[src/rtl/uart_transmitter.sv]
// uart_transmitter: 8N1 serial transmitter with valid/ready byte input; define UART_TX_PARITY_EN to add an even parity bit
module uart_transmitter #(
  parameter int clk_freq  = 100_000_000,
  parameter int baud_rate = 9_600,
  parameter int div_bit   = clk_freq / baud_rate
) (
  input  logic       clk,
  input  logic       reset,
  input  logic [7:0] TxData,
  input  logic       TxValid,
  output logic       TxReady,
  output logic       TxD,
  output logic       TxDone
);
`ifdef UART_TX_PARITY_EN
  typedef enum logic [2:0] {IDLE, START, DATA, PARITY, STOP} state_t;
  logic par;
`else
  typedef enum logic [1:0] {IDLE, START, DATA, STOP} state_t;
`endif
  localparam logic [15:0] last = 16'(div_bit - 1);
  state_t      state;
  logic [15:0] cnt;
  logic [2:0]  idx;
  logic [7:0]  shreg;
  logic        bit_end;
  assign bit_end = cnt == last;
  assign TxReady = state == IDLE;
  // frame sequencer: the counter restarts at every bit boundary and stays cleared while idle
  always_ff @(posedge clk) begin
    if (reset) begin
      state  <= IDLE;
      cnt    <= '0;
      idx    <= '0;
      shreg  <= '0;
      TxD    <= 1'b1;
      TxDone <= 1'b0;
`ifdef UART_TX_PARITY_EN
      par    <= 1'b0;
`endif
    end else begin
      TxDone <= 1'b0;
      cnt    <= (state == IDLE || bit_end) ? 16'd0 : cnt + 16'd1;
      case (state)
        IDLE: if (TxValid) begin
          shreg <= TxData;
          state <= START;
          TxD   <= 1'b0;
`ifdef UART_TX_PARITY_EN
          par   <= ^TxData;
`endif
        end
        START: if (bit_end) begin
          state <= DATA;
          TxD   <= shreg[0];
          idx   <= 3'd0;
        end
        DATA: if (bit_end) begin
          shreg <= shreg >> 1;
          idx   <= idx + 3'd1;
          if (idx == 3'd7) begin
`ifdef UART_TX_PARITY_EN
            state <= PARITY;
            TxD   <= par;
`else
            state <= STOP;
            TxD   <= 1'b1;
`endif
          end else
            TxD <= shreg[1];
        end
`ifdef UART_TX_PARITY_EN
        PARITY: if (bit_end) begin
          state <= STOP;
          TxD   <= 1'b1;
        end
`endif
        STOP: if (bit_end) begin
          state  <= IDLE;
          TxDone <= 1'b1;
        end
        default: state <= IDLE;
      endcase
    end
  end
endmodule

[config.mk]
export PLATFORM = sky130hd
export DESIGN_NAME = uart_transmitter
export DESIGN_NICKNAME = d
export VERILOG_FILES = /design/src/rtl/uart_transmitter.sv
export SDC_FILE = /design/constraint.sdc
export NUM_CORES = 1
export LEC_CHECK = 0
export CELL_PAD_IN_SITES_DETAIL_PLACEMENT = 0
export CELL_PAD_IN_SITES_GLOBAL_PLACEMENT = 1
export CORE_MARGIN = 2
export CORE_UTILIZATION = 39
export DETAILED_ROUTE_END_ITERATION = 8
export PLACE_DENSITY_LB_ADDON = 0.1
export SETUP_SLACK_MARGIN = 0.2
export SYNTH_ARGS = -nofsm -noshare
export SYNTH_HDL_FRONTEND = slang
export SYNTH_SLANG_ARGS = --single-unit
[constraint.sdc]
create_clock -name clk -period 1.7 [get_ports clk]
set_input_delay 0.425 -clock clk [delete_from_list [all_inputs] [get_ports clk]]
set_output_delay 0.425 -clock clk [all_outputs]
set_load 0.1 [all_outputs]
==> Yosys cells after proc, flatten, opt, wreduce, memory -nomap -nowiden <==
Index checks and enable logic that the tools add are counted.
{ "op_classes": {"magnitude_cmp": 0, "bitwise": 1, "n_mul": 0, "n_addsub": 2, "reduce_logical": 11, "shift": 0, "n_mux": 18, "div": 0, "eq_ne": 10} }
{ "op_table": {"columns": ["op", "n"], "rows": [
  ["adder 16 x 1 -> 16 bit, second input constant", 1],
  ["equality test 16 x 14 -> 1 bit, second input constant", 1],
  ["2-to-1 mux 8 bit", 2],
  ["one-hot mux 8 bit (2 select lines)", 1],
  ["2-to-1 mux 2 bit", 5],
  ["!= test 2 bit, second input constant", 5],
  ["one-hot mux 2 bit (4 select lines)", 1],
  ["2-to-1 mux 3 bit", 2],
  ["one-hot mux 3 bit (2 select lines)", 1],
  ["AND reduction 3 bit", 2],
  ["2-to-1 mux 1 bit", 5],
  ["AND reduction 5 bit", 1],
  ["equality test 2 bit, second input constant", 2],
  ["AND reduction 4 bit", 1],
  ["nonzero test 2 bit", 2],
  ["OR reduction 2 bit", 2],
  ["adder 3 x 1 -> 3 bit, second input constant", 1],
  ["equality test 3 bit, second input constant", 1],
  ["one-hot mux 1 bit (3 select lines)", 1],
  ["nonzero test 3 bit", 1],
  ["equality test 2 x 1 -> 1 bit, second input constant", 1],
  ["zero test 2 bit", 1],
  ["logical OR 1 bit", 1],
  ["inverter 1 bit", 1]
]} }
{ "word_totals": {"ff_bits": 31, "out_inout_bits": 3, "mem_count": 0, "mem_bits_rw": 0, "latchBits": 0, "romBits": 0, "in_bits": 11, "elab_cells": 48} }

==> Logic depth before layout (Yosys ltp) <==
Gate-level depths: netlist of the first run.
{ "depth": {"depth_word": 4, "ltp_mapped": 8, "mapped_depth_nobuf": 6} }

==> Least setup slack after synthesis of the first run <==
Ideal clock, no wire load.
{ "synth_timing": {"kind": "register -> register", "from": "register state[0]", "to": "register shreg[2]", "path_stages_with_launch": 7, "arrival_ps": 2194, "synth_period_minus_slack_ps": 2314, "required_ps": 1580, "n_path_buf": 0, "setup_ps": 120, "path_slack_ps": -614, "path_cell_list": "dfxtp_1 > inv_1 > ha_1 > mux2i_1 > a22oi_1 > nor2_1 > a211o_1"} }
{ "synth_via": {"elab_chain_len": 3, "elab_cells_between_ends": 7, "classes_between": "eq/ne (3); mux (1); reduce/logical (3)"} }
{ "synth_rtl": {"columns": ["item", "line_no", "text"], "rows": [
  ["start: declaration", "22", "state_t state;"],
  ["start signal: assignment", "32", "state <= IDLE;"],
  ["start signal: assignment", "47", "state <= START;"],
  ["start signal: assignment", "54", "state <= DATA;"],
  ["zero test 2 bit (*)", null, null],
  ["net TxReady", "11", "output logic TxReady,"],
  ["!= test 2 bit (no source line) or nonzero test 2 bit (tied branches)", null, null],
  ["AND reduction 3 bit (no source line)", null, null],
  ["end signal: assignment", "46", "shreg <= TxData;"],
  ["end signal: assignment", "59", "shreg <= shreg >> 1;"],
  ["end: declaration", "25", "logic [7:0] shreg;"]
]} }
Mark *: on every way through the listed nets, which the timed path passes. The rest lies on a longest branch.
A chain may end at the register's enable or synchronous reset.

==> Worst setup path after layout of the first run <==
{ "layout_timing": {"from": "register cnt[12]", "to": "register TxD"} }
{ "layout_via": {"elab_chain_len": 3, "elab_cells_between_ends": 4, "classes_between": "eq/ne (3); reduce/logical (1)"} }
{ "layout_rtl": {"columns": ["item", "line_no", "text"], "rows": [
  ["start: declaration", "23", "logic [15:0] cnt;"],
  ["start signal: assignment", "43", "cnt <= (state == IDLE || bit_end) ? 16'd0 : cnt + 16'd1;"],
  ["equality test 16 x 14 -> 1 bit (*)", "27", "assign bit_end = cnt == last;"],
  ["!= test 2 bit (no source line)", null, null],
  ["AND reduction 4 bit (no source line) (*)", null, null],
  ["end signal: assignment", "55", "TxD <= shreg[0];"],
  ["end signal: assignment", "70", "TxD <= shreg[1];"],
  ["end: declaration", "12", "output logic TxD,"]
]} }
Mark *: on every way between the ends. The rest lies on a longest branch, timed or not.

==> out/summary.txt, run 1 <==
====================================================================================
Unique cell type count in the Yosys netlist ...........................           35
Status ................................................................    completed
Min-Delay Path Class ..................................................      reg2reg
Routed wire length per instance .......................................      14.5 µm
Top FF cell, synth ....................................................      dfxtp_1
Initial cell density of the core ......................................        40.3%
Detailed-route DRC error count ........................................            0
GRT Util Overall ......................................................        19.5%
Vias in the first global route ........................................         1492
Setup tns final .......................................................         0 ns
Number of buffers inserted by port buffering ..........................           13
CP required ...........................................................      1.88 ns
Upper clock frequency limit ...........................................      654 MHz
Most frequent cell after synthesis ....................................       nor2_1
Residual antenna-violating net count after detailed routing ...........            0
Detail-routed via count per cell ......................................         5.40
Number of hold violations in the final report .........................            0
Global-route congestion overflow total ................................            0
Highest ir drop seen on vdd ...........................................      1.08 mV
Number of detailed-routing iterations run before antenna repair .......            4
Post-Route Skew .......................................................   0.00441 ns
Diodes inserted .......................................................            0
Iteration-0 DRC count of the detailed router ..........................          113
Final-layout worst hold slack .........................................     0.466 ns
Die footprint .........................................................     4630 µm²
Worst Max-Slew Pin Slew ...............................................     0.385 ns
Non-filler instance count after layout ................................          276
Largest net degree at the start of global routing .....................           16
Ranking of synthesized cells by instance count ........................ nor2_1, dfxtp_1, xnor2_1
Antenna violations before repair ......................................            0
Core region area ......................................................     3970 µm²
Area occupied by multi-input gates ....................................     1070 µm²
Cell depth of the worst min-delay path ................................            1
IO Pins ...............................................................           14
Clock buffer depth ....................................................            2
Time the worst path needs with I/O delays and setup ...................      1.53 ns
Yosys top cell area share .............................................        38.8%
Site Rows .............................................................           23
Post-detailed-placement half-perimeter wirelength .....................      2.69 mm
Top cell type by total area after synthesis ...........................      dfxtp_1
Weighted congestion at the end of routability-driven global placement .        0.858
Filler cells ..........................................................          360
CTS sink count ........................................................           31
CTS Buf Count .........................................................            5
Signed area change from the synthesized netlist to the final layout ...        43.8%
P per Cell Area .......................................................  1250 nW/µm²
Total power after layout ..............................................      2870 µW
Synthesis-stage register bit count ....................................           31
Leakage power of the design ...........................................  0.000918 µW
Async set-or-reset flop fraction in the synthesized netlist ...........           0%
Total detailed-routing wirelength .....................................      4.01 mm
Final Setup Violations ................................................            0
Rel. slew slack .......................................................        74.1%
Synthesized net count .................................................          199
Category of the worst setup path launch point .........................     register
Setup repair after global routing missed its margin ...................          yes
Clock transition at the registers of the reported paths ...............      0.07 ns
Synthesized netlist cell count ........................................          181
Die Y-Extent ..........................................................      68.1 µm
Dominant combinational cell family by area after synthesis ............ simple AND/OR/NAND/NOR gates
WS Path Type ..........................................................      reg2reg
Share of final-layout standard cells stronger than drive strength 1 ...        37.6%
Arr. time, crit path ..................................................      1.71 ns
Register area share after synthesis ...................................        38.8%
Cell depth of the worst flop-to-flop path .............................            4
Synthesized area divided by synthesized cell count ....................     8.84 µm²
Placed Cells incl. Taps ...............................................          258
Post-synthesis compound-gate area fraction ............................        13.6%
Clk Latency, worst-skew pair ..........................................      0.29 ns
Count of hold buffers inserted by post-cts repair .....................            0
Total standard cell area after synthesis ..............................     1600 µm²
First-pass GRT wire length ............................................      6.68 mm
Mux cell area share after synthesis ...................................        1.25%
Clock tree from TritonCTS .............................................         done
Die width .............................................................      68.1 µm
CTS H-tree lvls .......................................................            2
Final clock period utilization by the worst path ......................        89.9%
Adder and majority gate portion of the synthesized area ...............        5.47%
Xor and xnor area share after synthesis ...............................        7.66%
Number of enable flip-flop cells after synthesis ......................            0
Library cell used as clock root buffer ................................     clkbuf_8
Total count of max-transition violations in the final report ..........            0
Area share of and/or/nand/nor cells after synthesis ...................        28.7%
Cell types occupying the most area after synthesis .................... dfxtp_1, nor2_1, xnor2_1, ha_1, a211o_1
Critical path fanouts, max ............................................            9
Routed via count ......................................................         1490
Warnings from Yosys ...................................................            0
Fin nets ..............................................................          244
Area occupied by registers ............................................      628 µm²
Kind of end point of the critical path ................................     register
Number of max-cap violations ..........................................            0
====================================================================================
==> path summary, 6_finish.rpt <==
| path | from | endpoint | slack [ns] |
|---|---|---|---|
| worst max-delay path | cnt[12] | TxD | 0.17 |
| worst min-delay path | shreg[7] | shreg[6] | 0.47 |
| worst max register to register | cnt[12] | TxD | 0.17 |
| worst min register to register | shreg[7] | shreg[6] | 0.47 |
==> per-layer routing <==
layer  GRT usage (%)  routed length (µm)  vias up
met2            30.5                1910       19
met5               0                   0        -
li1                -                   -      743
met3            4.61                 138        9
met1            24.9                1880      719
met4            10.0                  89        0
==> critical path, cell delays in order (launching register included) <==
cell and delay, ns:
dfxtp_2 0.34, nor4b_4 0.33, and4_4 0.34, o21ai_0 0.12, a211o_1 0.29
==> flip-flops by register name (all words and copies together), names as in the netlist <==
register,flops
shreg,8
TxDone,1
cnt,16
state,2
idx,3
TxD,1
==> area by class of cell <==
type                       count  area share [%]
clock buffer                   6            3.59
clock inverter                 1           0.218
multi-input combinational    136            46.5
sequential                    31            27.3
timing repair buffer          46            18.7
inverter                       6           0.979
tap                           50            2.72
==> layout by cell type (no fill, tap or decap), types with 3 or more instances in the layout <==
master / n
a211o_1: 8
nand4_1: 5
nor2_1: 31
clkdlybuf4s50_1: 8
a21oi_1: 3
inv_1: 4
and3_4: 7
and3_1: 3
dfxtp_2: 6
nor4_2: 4
clkbuf_8: 6
nor3_1: 3
nand3_1: 7
o21ai_0: 6
nand2_1: 7
xnor2_1: 12
ha_1: 4
buf_4: 30
buf_12: 4
a22oi_2: 7
dfxtp_1: 25
==> what timing repair did <==
action,CTS,global route
pin swaps,8,2
setup buffers,8,2
cloned,1,0
setup endpoints to repair,14,23
gates resized for setup,13,12
==> per-stage QoR <==
stage          setup slack (ns)  util [%]  area [µm²]
3_3_place_gp             -0.102      51.1        2030
6_report                  0.172      57.9        2300
4_1_cts                   0.152      56.0        2220
5_1_grt                  0.0936      57.9        2300
2_1_floorplan             0.141         -        1690
3_5_place_dp             -0.174      51.1        2030
==> cell families after synthesis <==
logic type / after synthesis
AND/OR/NAND/NOR: 83
buffers and inverters: 14
adder cells (fa/ha/maj): 7
flip-flops: 31
AO/OA/AOI/OAI: 30
XOR/XNOR: 14
multiplexers: 2
==> power breakdown <==
| part | leakage (µW) | internal (µW) | switching [µW] |
|---|---|---|---|
| Clock | 0.0000470 | 317 | 289 |
| Combinational | 0.000616 | 620 | 738 |
| Sequential | 0.000254 | 824 | 86.3 |
| Total | 0.000918 | 1760 | 1110 |
(Power assumes the default switching activity.)
==> inputs of run 2 (changes only) <==
CELL_PAD_IN_SITES_DETAIL_PLACEMENT = 1   (was 0)
==> run 2 against run 1 <==
First-iteration DRC count shrank 42%. Critical path depth is 3 higher. Sequential cell count stayed put. Critical path type unchanged. Largest cell class unchanged.
==> out/summary.txt, run 2 (synthesis gave the netlist of run 1 again) <==
====================================================================================
Combinational cell fraction of total power ............................        51.4%
Largest registers ..................................................... cnt (16), shreg (8), idx (3)
Clock buffer depth ....................................................            2
Number of detailed-routing iterations run before antenna repair .......            4
Core region area ......................................................     3970 µm²
Number of buffers inserted by port buffering ..........................           13
Most frequent cells in the layout ..................................... nor2_1, buf_4, dfxtp_1
Upper clock frequency limit ...........................................      634 MHz
Time the worst path needs with I/O delays and setup ...................      1.58 ns
Total detailed-routing wirelength .....................................      5.13 mm
Leakage power of the design ...........................................  0.000969 µW
WS Path Type ..........................................................      reg2reg
Routed wire length per instance .......................................      18.3 µm
Post-detailed-placement half-perimeter wirelength .....................      3.19 mm
Highest ir drop seen on vdd ...........................................      1.31 mV
Clk pwr share .........................................................        20.0%
Switch Pwr ............................................................      1260 µW
Arr. time, crit path ..................................................      1.75 ns
Max FFs per register ..................................................           16
Biggest register ......................................................          cnt
Kind of end point of the critical path ................................     register
Die footprint .........................................................     4630 µm²
Clock tree from TritonCTS .............................................         done
Rel. slew slack .......................................................        79.8%
Detail-routed via count per cell ......................................         5.54
Seq pwr share .........................................................        28.6%
Diodes inserted .......................................................            0
Critical path fanouts, max ............................................            5
Signed area change from the synthesized netlist to the final layout ...        50.7%
Share of final-layout standard cells stronger than drive strength 1 ...        40.0%
P per Cell Area .......................................................  1350 nW/µm²
Final clock period utilization by the worst path ......................        92.7%
Worst Max-Slew Pin Slew ...............................................     0.302 ns
Clock transition at the registers of the reported paths ...............      0.07 ns
Residual antenna-violating net count after detailed routing ...........            0
Count of hold buffers inserted by post-cts repair .....................            0
Setup repair after global routing missed its margin ...................          yes
Global-route congestion overflow total ................................            0
Most common cell after layout, fill and taps aside ....................       nor2_1
Final Setup Violations ................................................            0
CTS sink count ........................................................           31
Clk Latency, worst-skew pair ..........................................      0.29 ns
CTS H-tree lvls .......................................................            2
Largest net degree at the start of global routing .....................           16
Number of max-cap violations ..........................................            0
Vias in the first global route ........................................         1659
Die Y-Extent ..........................................................      68.1 µm
Detailed-route DRC error count ........................................            0
Post-Route Skew .......................................................   0.00536 ns
Status ................................................................    completed
IO Pins ...............................................................           14
Initial cell density of the core ......................................        40.3%
Min-Delay Path Class ..................................................      reg2reg
Weighted congestion at the end of routability-driven global placement .        0.858
Non-filler instance count after layout ................................          280
Filler cells ..........................................................          442
CP required ...........................................................      1.88 ns
CTS Buf Count .........................................................            5
Area occupied by multi-input gates ....................................     1090 µm²
Area occupied by registers ............................................      637 µm²
Routed via count ......................................................         1552
Total count of max-transition violations in the final report ..........            0
Category of the worst setup path launch point .........................     register
Library cell used as clock root buffer ................................     clkbuf_8
Internal portion of total power .......................................      2010 µW
GRT Util Overall ......................................................        24.5%
Fin nets ..............................................................          247
Iteration-0 DRC count of the detailed router ..........................           66
Placed Cells incl. Taps ...............................................          258
Number of hold violations in the final report .........................            0
Die width .............................................................      68.1 µm
First-pass GRT wire length ............................................      8.33 mm
Site Rows .............................................................           23
Switching part of the total power .....................................        38.6%
Antenna violations before repair ......................................            0
Post-Route Utilization ................................................        60.7%
====================================================================================
## run 2: cell count changes in the layout (fill, tap and decap cells not counted), moves of 3 or more
cell	change
dfxtp_4	+3
o21ai_1	+3
o21ai_2	+3
buf_12	+3
and3_4	-6
and3_1	+6
o21ai_0	-6
## run 2: metrics by stage
stage | hold slack, ns | setup slack, ns | TNS (ns) | total power [µW] | instance area, µm²
3_3_place_gp | 0.439 | -0.102 | -1.62 | 2110 | 2030
6_report | 0.454 | 0.123 | 0 | 3270 | 2410
2_1_floorplan | 0.432 | 0.141 | 0 | 1800 | 1690
3_5_place_dp | 0.459 | -0.206 | -2.93 | 2160 | 2030
4_1_cts | 0.454 | 0.143 | 0 | 3080 | 2310
5_1_grt | 0.471 | 0.0565 | 0 | 3440 | 2410
## run 2: power groups by stage
stage | Clock [µW] | Sequential, µW | Combinational [µW]
3_5_place_dp | 0 | 933 | 1230
4_1_cts | 664 | 924 | 1490
2_1_floorplan | 0 | 976 | 822
5_1_grt | 711 | 943 | 1780
3_3_place_gp | 0 | 926 | 1180
6_report | 655 | 933 | 1680
## run 2: area by class of cell
type,count,area share (%)
tap,50,2.59
timing repair buffer,49,20.4
sequential,31,26.4
inverter,6,1.14
clock buffer,8,4.15
multi-input combinational,136,45.3
## run 2: worst max-delay path, cell delays in order (launching register included)
cell     delay (ns)
dfxtp_2        0.36
inv_4          0.06
ha_4           0.20
and3b_2        0.28
buf_12         0.15
a22oi_2        0.11
nor2_1         0.05
a211o_1        0.26
## run 2: metal layers
metal	wire (µm)	track usage, %
met1	2180	29.0
met2	2660	43.0
met3	201	6.58
met4	97	7.50
met5	0	0
## run 2: timing repair
item	in CTS	in global routing
endpoints found under the setup margin	28	30
resized for setup	25	20
buffers inserted	11	3
pin swaps	18	16
## run 2: worst paths after layout
check	from	endpoint	slack, ns	depth (start not counted)
max	state[0]	shreg[5]	0.12	7
min	cnt[0]	cnt[0]	0.45	1
max reg2reg	state[0]	shreg[5]	0.12	7
min reg2reg	cnt[0]	cnt[0]	0.45	1
